$ cat config.mk
export PLATFORM = sky130hd
export DESIGN_NAME = game_referee
export DESIGN_NICKNAME = d
export VERILOG_FILES = /design/src/rtl/game_referee_pkg.sv /design/src/rtl/game_referee_key_sync.sv /design/src/rtl/game_referee.sv
export SDC_FILE = /design/constraint.sdc
export NUM_CORES = 1
export LEC_CHECK = 0
export ABC_AREA = 1
export CORE_MARGIN = 4
export CORE_UTILIZATION = 52
export CTS_CLUSTER_SIZE = 40
export DETAILED_ROUTE_END_ITERATION = 10
export PLACE_DENSITY_LB_ADDON = 0.15
export SYNTH_ARGS = -nofsm -noshare
export SYNTH_HDL_FRONTEND = slang
export SYNTH_SLANG_ARGS = --single-unit
$ cat constraint.sdc
create_clock -name clock -period 1.85 [get_ports clock]
set_input_delay 0.185 -clock clock [delete_from_list [all_inputs] [get_ports clock]]
set_output_delay 0.185 -clock clock [all_outputs]
set_load 0.01 [all_outputs]
$ cat src/rtl/game_referee_pkg.sv
// Shared encodings for the rock/scissors/paper referee: moves, results,
// FSM states, counter sizing and a saturating increment helper.
package game_referee_pkg;

  // Move encoding shared by the user selector and the move engine.
  typedef enum logic [1:0] {
    ROCK     = 2'b00,
    SCISSORS = 2'b01,
    PAPER    = 2'b10,
    ILLEGAL  = 2'b11
  } move_e;

  // Round outcome as reported on the result port.
  typedef enum logic [1:0] {
    RES_NONE = 2'b00,
    RES_USER = 2'b01,
    RES_COMP = 2'b10,
    RES_TIE  = 2'b11
  } result_e;

  // Referee FSM states.
  typedef enum logic [2:0] {
    IDLE     = 3'd0,
    WAIT_ENG = 3'd1,
    JUDGE    = 3'd2,
    RELEASE  = 3'd3,
    DONE     = 3'd4
  } state_e;

  localparam int              CNT_W   = 6;
  localparam logic [CNT_W-1:0] CNT_MAX = '1;

  // Counters stop at their maximum instead of wrapping.
  function automatic logic [CNT_W-1:0] sat_inc(input logic [CNT_W-1:0] v);
    return (v == CNT_MAX) ? v : v + 1'b1;
  endfunction

endpackage

$ cat src/rtl/game_referee_key_sync.sv
// Two-flop synchronizer for the active-low play key plus a falling-edge
// detector producing a single-cycle press pulse.
module game_referee_key_sync (
  input  logic i_clk,
  input  logic i_rst_n,
  input  logic i_key_n,
  output logic o_press
);

  logic r_sync1;
  logic r_sync2;
  logic r_prev;

  // Resynchronize the raw key; all flops idle high (key released).
  always_ff @(posedge i_clk) begin
    if (!i_rst_n) begin
      r_sync1 <= 1'b1;
      r_sync2 <= 1'b1;
      r_prev  <= 1'b1;
    end else begin
      r_sync1 <= i_key_n;
      r_sync2 <= r_sync1;
      r_prev  <= r_sync2;
    end
  end

  // Press is the synchronized high-to-low transition.
  assign o_press = r_prev & ~r_sync2;

endmodule

$ cat src/rtl/game_referee.sv
// Rock/scissors/paper match referee. Accepts a user move on a key press,
// requests an engine move, judges the round and keeps the match score.
//
// Engine handshake: start is a level request held high only in WAIT_ENG.
// The engine answers by raising engine_ready with engine_choice valid; the
// referee latches the move on the first edge it sees ready high and drops
// start on that same edge. A new request is only issued after engine_ready
// has been observed low again (RELEASE), so every request/answer pair is a
// full four-phase exchange.
module game_referee
  import game_referee_pkg::*;
#(
  parameter int MAX_GAMES = 60,
  parameter int TIMEOUT   = 1023
) (
  input  logic             clock,
  input  logic             reset,
  input  logic             key_play,
  input  logic [1:0]       user_sel,
  input  logic             engine_ready,
  input  logic [1:0]       engine_choice,
  output logic             start,
  output logic [1:0]       user_choice,
  output logic [1:0]       comp_choice,
  output logic [1:0]       result,
  output logic [CNT_W-1:0] user_score,
  output logic [CNT_W-1:0] comp_score,
  output logic [CNT_W-1:0] tie_count,
  output logic [CNT_W-1:0] game_no,
  output logic             busy,
  output logic             game_over,
  output logic             err,
  output state_e           dbg_state
);

  localparam int               TW          = (TIMEOUT > 1) ? $clog2(TIMEOUT) : 1;
  localparam logic [TW-1:0]    TMO_LAST    = TW'(TIMEOUT - 1);
  localparam logic [CNT_W-1:0] MAX_GAMES_C = CNT_W'(MAX_GAMES);

  state_e           r_state;
  state_e           w_state_next;
  logic             w_press;
  logic             w_accept;
  logic             w_eng_take;
  logic             w_timeout;
  logic             w_judge;
  logic             w_comp_legal;
  result_e          w_outcome;
  logic [CNT_W-1:0] w_game_no_inc;

  logic             r_start;
  move_e            r_user_choice;
  move_e            r_comp_choice;
  result_e          r_result;
  logic [CNT_W-1:0] r_user_score;
  logic [CNT_W-1:0] r_comp_score;
  logic [CNT_W-1:0] r_tie_count;
  logic [CNT_W-1:0] r_game_no;
  logic             r_busy;
  logic             r_game_over;
  logic             r_err;
  logic [TW-1:0]    r_tmo_cnt;

  game_referee_key_sync u_key_sync (
    .i_clk   (clock),
    .i_rst_n (reset),
    .i_key_n (key_play),
    .o_press (w_press)
  );

  assign w_game_no_inc = sat_inc(r_game_no);
  assign w_comp_legal  = (r_comp_choice != ILLEGAL);

  // Winner decode on the latched moves; evaluated during JUDGE.
  always_comb begin
    w_outcome = RES_NONE;
    if (w_comp_legal && (r_user_choice != ILLEGAL)) begin
      if (r_user_choice == r_comp_choice) begin
        w_outcome = RES_TIE;
      end else begin
        case ({r_user_choice, r_comp_choice})
          {ROCK, SCISSORS},
          {SCISSORS, PAPER},
          {PAPER, ROCK}:     w_outcome = RES_USER;
          default:           w_outcome = RES_COMP;
        endcase
      end
    end
  end

  // State register.
  always_ff @(posedge clock) begin
    if (!reset) begin
      r_state <= IDLE;
    end else begin
      r_state <= w_state_next;
    end
  end

  // Next-state logic and per-state datapath strobes.
  always_comb begin
    w_state_next = r_state;
    w_accept     = 1'b0;
    w_eng_take   = 1'b0;
    w_timeout    = 1'b0;
    w_judge      = 1'b0;
    case (r_state)
      IDLE: begin
        if (w_press && (user_sel != ILLEGAL)) begin
          w_accept     = 1'b1;
          w_state_next = WAIT_ENG;
        end
      end
      WAIT_ENG: begin
        if (engine_ready) begin
          w_eng_take   = 1'b1;
          w_state_next = JUDGE;
        end else if (r_tmo_cnt == TMO_LAST) begin
          w_timeout    = 1'b1;
          w_state_next = RELEASE;
        end
      end
      JUDGE: begin
        w_judge = 1'b1;
        if (w_comp_legal && (w_game_no_inc == MAX_GAMES_C)) begin
          w_state_next = DONE;
        end else begin
          w_state_next = RELEASE;
        end
      end
      RELEASE: begin
        if (!engine_ready) begin
          w_state_next = IDLE;
        end
      end
      DONE: begin
        w_state_next = DONE;
      end
      default: begin
        w_state_next = IDLE;
      end
    endcase
  end

  // Datapath: status flags follow the next state so they are glitch-free
  // registers aligned with the state register.
  always_ff @(posedge clock) begin
    if (!reset) begin
      r_start       <= 1'b0;
      r_busy        <= 1'b0;
      r_game_over   <= 1'b0;
      r_err         <= 1'b0;
      r_user_choice <= ROCK;
      r_comp_choice <= ROCK;
      r_result      <= RES_NONE;
      r_user_score  <= '0;
      r_comp_score  <= '0;
      r_tie_count   <= '0;
      r_game_no     <= '0;
      r_tmo_cnt     <= '0;
    end else begin
      r_start     <= (w_state_next == WAIT_ENG);
      r_busy      <= (w_state_next != IDLE) && (w_state_next != DONE);
      r_game_over <= (w_state_next == DONE);

      if (w_accept) begin
        r_user_choice <= move_e'(user_sel);
        r_tmo_cnt     <= '0;
      end else if (r_state == WAIT_ENG) begin
        r_tmo_cnt <= r_tmo_cnt + 1'b1;
      end

      if (w_eng_take) begin
        r_comp_choice <= move_e'(engine_choice);
      end

      if (w_timeout) begin
        r_result <= RES_NONE;
        r_err    <= 1'b1;
      end

      if (w_judge) begin
        r_result <= w_outcome;
        if (!w_comp_legal) begin
          r_err <= 1'b1;
        end else begin
          r_game_no <= w_game_no_inc;
          case (w_outcome)
            RES_USER: r_user_score <= sat_inc(r_user_score);
            RES_COMP: r_comp_score <= sat_inc(r_comp_score);
            RES_TIE:  r_tie_count  <= sat_inc(r_tie_count);
            default:  ;
          endcase
        end
      end
    end
  end

  assign start       = r_start;
  assign user_choice = r_user_choice;
  assign comp_choice = r_comp_choice;
  assign result      = r_result;
  assign user_score  = r_user_score;
  assign comp_score  = r_comp_score;
  assign tie_count   = r_tie_count;
  assign game_no     = r_game_no;
  assign busy        = r_busy;
  assign game_over   = r_game_over;
  assign err         = r_err;
  assign dbg_state   = r_state;

endmodule

==> impl_results.md, run 1 <==
* Placer's final routability congestion estimate at 0.8534
* H-tree level count at 2
* Clock-pin slew on the worst setup and hold paths at 100 ps
* Number of DRC violations after detailed-routing iteration 0 at 113
* Final Skew at 9.032 ps
* Area enclosed by the die boundary at 5922 um2
* CTS buffer count at 5
* Count of filler cells inserted in the layout at 399
* Hold Vio Cnt, Final at 0
* Accumulated negative setup slack at 0 ps
* Cell-by-cell listing of the critical path: ha_1 -> nand3_2 -> nor2_2 -> nand2_1 -> nand2_1 -> nand2_1 -> nor2_1 -> nand2_1 -> nand2_1 -> nand2_1 -> nand2_1 -> nand2_1
* Data required time of the critical path at 2060 ps
* I/O Pins at 45
* Half-perimeter wire length of the detailed placement result at 4.227 mm
* Met1 global-route usage at 24.03%
* Max-cap check violation count at 0
* Most instantiated flip-flop cell in the synthesis netlist: sky130_fd_sc_hd__dfxtp_1
* Maximum fanout encountered on the critical timing path at 5
* Clock latency at the later pin of the worst-skew pair at 310 ps
* Clock tree from TritonCTS: yes
* # port buffers at 44
* Final Non-Filler Cells at 452
* Syn Std Cell Area at 2472 um2
* Core outline area at 4474 um2
* Static leakage power at 1.239 nW
* Number of distinct standard cells referenced by the synthesized netlist at 35
* Number of vias in the routed layout at 2324
* Initial core utilization at 55.26%
* Syn. warnings at 0
* Top post-synthesis cells by count: sky130_fd_sc_hd__nand2_1 (82), sky130_fd_sc_hd__dfxtp_1 (50), sky130_fd_sc_hd__inv_1 (41), sky130_fd_sc_hd__a21oi_1 (38), sky130_fd_sc_hd__nand3_1 (27)
* Post-CTS Setup Bufs at 0
* Global routing usage on met3 at 4.450%
* Minimum period implied by the final worst setup slack at 1661 ps
* Sum of routed wire length over all layers at 5.487 mm
* Worst-case headroom to the max-slew limit at 67.65%
* DRC at 0
* Final number of max-transition violations at 0
* Final instance area at 3114 um2
* Status: finished, final reports clean
* Busiest layer in global routing: met2
* Number of endpoints failing setup at the final stage at 0
* RSZ-0062 raised after global routing: false
* Maximum frequency from static timing analysis at 602.0 MHz
* Top cell by count, worst path: sky130_fd_sc_hd__nand2_1
* Total overflow reported by the global router at 0
* First-pass GRT wire length at 9.584 mm
* Hold Buf Count CTS at 0
* Yosys top cell by area: sky130_fd_sc_hd__dfxtp_1
* Post-route antenna net violation count at 0
* Mapped Avg Cell Area at 7.166 um2
* All-Layer GR Usage at 19.67%
* CP Launch Type: flip-flop
* Nets@finish at 413
* Met2 layer usage reported by global route at 33.45%
* Maximum number of pins on one net before global-route repair at 17
* Leading post-synthesis cells by cell area: sky130_fd_sc_hd__dfxtp_1 (40%), sky130_fd_sc_hd__nand2_1 (12%), sky130_fd_sc_hd__a21oi_1 (7.7%)
* Detailed-route vias per instance at 5.142
* CP max stage cell: sky130_fd_sc_hd__dfxtp_1
* Post-route core utilization at 69.60%
* WL/cell at 12.14 um
* Most numerous cell in the Yosys netlist: sky130_fd_sc_hd__nand2_1
* Post-synth EDFFs at 0
* Endpoint class of the critical path: flip-flop
* Placed Instances at 444
* Flip-flop and latch count after synthesis at 50
* Nets in the synthesized netlist at 359
* Die width at 76.96 um
* Post-Synthesis Cells at 345
* Yosys top cell area share at 40.49%
* Type of the most critical hold path: reg2reg
* Maximum root-to-sink buffer count at 2
* Crit path largest cell delay at 350 ps
* Total clock sinks at 50
* Total power of the final layout at 2.039 mW
* Router iterations before antenna repair at 4
* DIE HEIGHT at 76.96 um
* CTS Root Cell: sky130_fd_sc_hd__clkbuf_8
* Maximum resistive drop on vdd at 0.3935 mV
* Slew at the pin closest to its max-slew limit at 483.4 ps
* Fraction of final layout cells sized beyond drive strength 1 at 10.00%
* N_diodes at 0
* Proportion of synthesized chip area in sequential cells at 40.49%
* Part of the cycle the worst path needs at 89.79%
* Power per standard cell area at 654.8 nW/um2
* # rows at 24
* Number of resized instances in the post-cts repair step at 0
* Vias in the first global route at 2227
* Number of antenna violations at the first check in global routing at 0
* Class of the most critical setup path: reg2reg
* Area growth syn-to-layout at 25.96%
* Placed Area at 3015 um2
* Arrival time reported for the critical path endpoint at 1880 ps
* Synth async-reset ratio at 0%
## path summary, 6_finish.rpt
| check | start | end | slack (ps) | cells past startpoint |
|---|---|---|---|---|
| hold reg to reg | u_key_sync.r_sync1 | u_key_sync.r_sync2 | 430 | 1 |
| setup reg to reg | game_no[1] | busy | 190 | 12 |
| setup / recovery | game_no[1] | busy | 190 | 12 |
| hold / removal | u_key_sync.r_sync1 | u_key_sync.r_sync2 | 430 | 1 |
## cell families (layout without fill, tap and decap cells)
family / after synthesis / count (layout) / share of synthesized area (%)
and+or+nand+nor: 170 / 170 / 33.30
AOI/OAI and AO/OA: 60 / 60 / 12.80
buffers and inverters: 52 / 107 / 7.895
DFF: 50 / 50 / 40.49
xor gates and xnor gates: 7 / 7 / 2.480
adders and majority gates: 6 / 6 / 3.036
## layout by cell type, fill, tap and decap left out, drive strengths merged
| master | synthesis | final |
|---|---|---|
| buf | 0 | 7 |
| nand4 | 8 | 8 |
| and3 | 1 | 1 |
| o21a | 1 | 1 |
| nand3b | 1 | 1 |
| xor2 | 5 | 5 |
| dfxtp | 50 | 50 |
| nand3 | 30 | 30 |
| a21oi | 38 | 38 |
| ha | 6 | 6 |
| nor2 | 28 | 28 |
| o21bai | 1 | 1 |
| nor3 | 7 | 7 |
| inv | 48 | 49 |
| o21ai | 16 | 16 |
| clkdlybuf4s50 | 0 | 44 |
| nor3b | 5 | 5 |
| clkinvlp | 0 | 1 |
| a31oi | 2 | 2 |
| o211ai | 2 | 2 |
| nand2 | 84 | 84 |
| or2 | 6 | 6 |
| xnor2 | 2 | 2 |
| clkbuf | 4 | 6 |
## through the flow
step                      worst slack [ps]  hold slack (ps)
final                                188.9            425.6
after global placement               291.6            395.4
after detailed placement             207.9            401.3
after floorplan                      212.5            291.6
after global routing                0.9521            444.8
after CTS                            199.8            426.2
## report_power, final
group          total [mW]  internal (mW)  switching, mW
registers            1.12           1.10         0.0219
clock network       0.696          0.309          0.388
logic               0.223         0.0980          0.125
## layer usage
layer,share of wire (%),wire length [um],up-vias
met5,0,0,-
met4,1.7,95,0
met3,4.4,239,9
met2,47,2564,40
met1,47,2587,1037
li1,-,-,1238
## critical path: cells and delay by family, from the launching register on
family	cells	cell delay (ps)
flip-flops	1	350
adder cells (fa/ha/maj)	1	260
AND/OR/NAND/NOR	11	960
## cell type report
class	instances	area, um2	area share [%]
sequential	50	1001	32.14
timing repair buffer	51	493.0	15.83
clock inverter	2	16.27	0.5223
tap	52	65.06	2.089
clock buffer	6	82.58	2.652
multi-input combinational	243	1276	40.98
inverter	48	180.2	5.785
## flip-flops by register name, summed over array words and instances (netlist names), 2 cells and up
| name | count |
|---|---|
| game_no | 6 |
| result | 2 |
| r_tmo_cnt | 10 |
| dbg_state | 3 |
| comp_score | 6 |
| user_score | 6 |
| comp_choice | 2 |
| tie_count | 6 |
| user_choice | 2 |
Note: power is estimated with default switching activity, not from simulation.
==> run 2, diff against run 1 <==
--- a/config.mk
+++ b/config.mk
@@ -10,7 +10,7 @@
 export CORE_UTILIZATION = 52
 export CTS_CLUSTER_SIZE = 40
 export DETAILED_ROUTE_END_ITERATION = 10
-export PLACE_DENSITY_LB_ADDON = 0.15
+export PLACE_DENSITY = 0.79
 export SYNTH_ARGS = -nofsm -noshare
 export SYNTH_HDL_FRONTEND = slang
 export SYNTH_SLANG_ARGS = --single-unit
==> impl_results.md, run 2 (same netlist as run 1, synthesis figures left out) <==
* Final Skew at 11.79 ps (was 9.032 ps)
* Die width at 76.96 um (unchanged)
* Slew at the pin closest to its max-slew limit at 468.8 ps (was 483.4 ps)
* Fraction of final layout cells sized beyond drive strength 1 at 9.524% (was 10.00%)
* Clock-pin slew on the worst setup and hold paths at 90 ps (was 100 ps)
* Number of endpoints failing setup at the final stage at 0 (unchanged)
* Power per standard cell area at 635.9 nW/um2 (was 654.8 nW/um2)
* WL/cell at 12.46 um (was 12.14 um)
* Count of filler cells inserted in the layout at 387 (was 399)
* Hold Buf Count CTS at 0 (unchanged)
* Placer's final routability congestion estimate at 0.8507 (was 0.8534)
* N_diodes at 0 (unchanged)
* Maximum number of pins on one net before global-route repair at 18 (was 17)
* # port buffers at 44 (unchanged)
* Cell-by-cell listing of the critical path: ha_1 -> nand3_2 -> nor2_2 -> nand2_1 -> nand2_1 -> nand2_1 -> nor2_1 -> nand2_1 -> nand2_1 -> nand2_1 -> nand2_1 -> nand2_1 (unchanged)
* Core outline area at 4474 um2 (unchanged)
* Hold path endpoint: u_key_sync.r_sync2 (unchanged)
* Final number of max-transition violations at 0 (unchanged)
* Post-route antenna net violation count at 0 (unchanged)
* Maximum fanout encountered on the critical timing path at 5 (unchanged)
* Maximum resistive drop on vdd at 0.5156 mV (was 0.3935 mV)
* Hold Crit Depth at 1 (unchanged)
* Top cell by count, worst path: sky130_fd_sc_hd__nand2_1 (unchanged)
* Total overflow reported by the global router at 0 (unchanged)
* Worst-case register-to-register setup slack at 190 ps (about the same)
* First-pass GRT wire length at 9.639 mm (was 9.584 mm)
* H-tree level count at 2 (unchanged)
* Number of cell instances on the worst register-to-register path at 12 (unchanged)
* Area enclosed by the die boundary at 5922 um2 (unchanged)
* Crit path largest cell delay at 340 ps (was 350 ps)
* Min Hold Slack at 426.9 ps (was 425.6 ps)
* All-Layer GR Usage at 19.80% (was 19.67%)
* Max FFs per register at 10 (unchanged)
* Largest register by flop count: r_tmo_cnt (unchanged)
* Worst-case headroom to the max-slew limit at 68.63% (was 67.65%)
* Number of DRC violations after detailed-routing iteration 0 at 97 (was 113)
* Hold Vio Cnt, Final at 0 (unchanged)
* Initial core utilization at 55.26% (unchanged)
* Maximum root-to-sink buffer count at 2 (unchanged)
* Class of the most critical setup path: reg2reg (unchanged)
* Half-perimeter wire length of the detailed placement result at 4.314 mm (was 4.227 mm)
* Data required time of the critical path at 2050 ps (was 2060 ps)
* Part of the cycle the worst path needs at 89.78% (was 89.79%)
* CP max stage cell: sky130_fd_sc_hd__dfxtp_1 (unchanged)
* RSZ-0062 raised after global routing: false (unchanged)
* Clock latency at the later pin of the worst-skew pair at 300 ps (was 310 ps)
* CTS Root Cell: sky130_fd_sc_hd__clkbuf_8 (unchanged)
* Number of antenna violations at the first check in global routing at 0 (unchanged)
* # rows at 24 (unchanged)
* Static leakage power at 1.231 nW (was 1.239 nW)
* Worst path buffer plus inverter count at 0 (unchanged)
* Accumulated negative setup slack at 0 ps (unchanged)
* Sum of routed wire length over all layers at 5.621 mm (was 5.487 mm)
* Commonest cells after routing, fill and taps aside: sky130_fd_sc_hd__nand2_1 (82), sky130_fd_sc_hd__dfxtp_1 (50), sky130_fd_sc_hd__clkdlybuf4s50_1 (44) (unchanged)
* FF-to-FF Start: game_no[1] (unchanged)
* Max-cap check violation count at 0 (unchanged)
* HP Start: u_key_sync.r_sync1 (unchanged)
* DRC at 0 (unchanged)
* Arrival time reported for the critical path endpoint at 1860 ps (was 1880 ps)
* Endpoint class of the critical path: flip-flop (unchanged)
* Area growth syn-to-layout at 25.15% (was 25.96%)
* Clock tree from TritonCTS: yes (unchanged)
* CP delay by family, top: simple AND/OR/NAND/NOR gates (unchanged)
* Vias in the first global route at 2178 (was 2227)
* CP Launch Type: flip-flop (unchanged)
* Maximum frequency from static timing analysis at 602.1 MHz (was 602.0 MHz)
* RR Endpoint: busy (unchanged)
* DIE HEIGHT at 76.96 um (unchanged)
* Total clock sinks at 50 (unchanged)
* Status: finished, final reports clean (unchanged)
* Router iterations before antenna repair at 4 (unchanged)
* Detailed-route vias per instance at 5.200 (was 5.142)
* Type of the most critical hold path: reg2reg (unchanged)
* Most common cell after layout, fill and taps aside: sky130_fd_sc_hd__nand2_1 (unchanged)
* Post-CTS Setup Bufs at 0 (unchanged)
* I/O Pins at 45 (unchanged)
* Total stage count of the critical path at 12 (unchanged)
* Minimum period implied by the final worst setup slack at 1661 ps (about the same)
* CTS buffer count at 5 (unchanged)
* Number of vias in the routed layout at 2345 (was 2324)
* Nets@finish at 412 (was 413)
* Number of resized instances in the post-cts repair step at 0 (unchanged)
## run 2: changes by cell type in the layout (fill, tap and decap cells not counted), sizes merged
cell      change
buf           -1
clkinv        +2
clkinvlp      -1
inv           -1
## run 2: final cells by class
type	instances	area [um2]	area share (%)
Clock buffer	6	72.57	2.345
Tap cell	52	65.06	2.103
Clock inverter	2	13.76	0.4448
Timing Repair Buffer	50	485.5	15.69
Sequential cell	50	1001	32.35
Multi-Input combinational cell	243	1276	41.25
Inverter	48	180.2	5.823
## run 2: per-layer routing
layer | wire (um) | global-route usage (%) | vias to the layer above
li1 | - | - | 1235
met1 | 2734 | 25.36 | 1053
met2 | 2587 | 32.75 | 49
met3 | 213 | 5.035 | 8
met4 | 85 | 5.797 | 0
met5 | 0 | 0 | -
## run 2: how the worst max path moves through the flow
stage	startpoint	end	slack [ps]
floorplan	game_no[0]	busy	210
detailed placement	game_no[1]	busy	200
global route	game_no[1]	busy	30
global placement	game_no[0]	busy	290
finish	game_no[1]	busy	190
CTS	game_no[1]	busy	190
## run 2: where the power goes
part / internal (mW) / leakage, nW / switching (mW)
logic: 0.0973 / 0.781 / 0.125
registers: 1.10 / 0.404 / 0.0220
clock network: 0.268 / 0.0452 / 0.358
## run 2: worst register-to-register path, delay by kind of cell, from the launching register on
family	cells	cell delay [ps]
simple gates	11	940
flops	1	340
fa+ha+maj	1	270
## run 2: metrics by stage
stage	power (mW)	setup WS, ps	instance area (um2)	instances	util [%]
5_1_grt	2.053	27.66	3094	451	69.16
2_1_floorplan	1.275	212.5	2472	345	-
6_report	1.968	189.1	3094	451	69.16
4_1_cts	1.985	192.4	3094	451	69.16
3_3_place_gp	1.362	288.2	3008	443	67.23
3_5_place_dp	1.366	204.0	3008	443	67.23
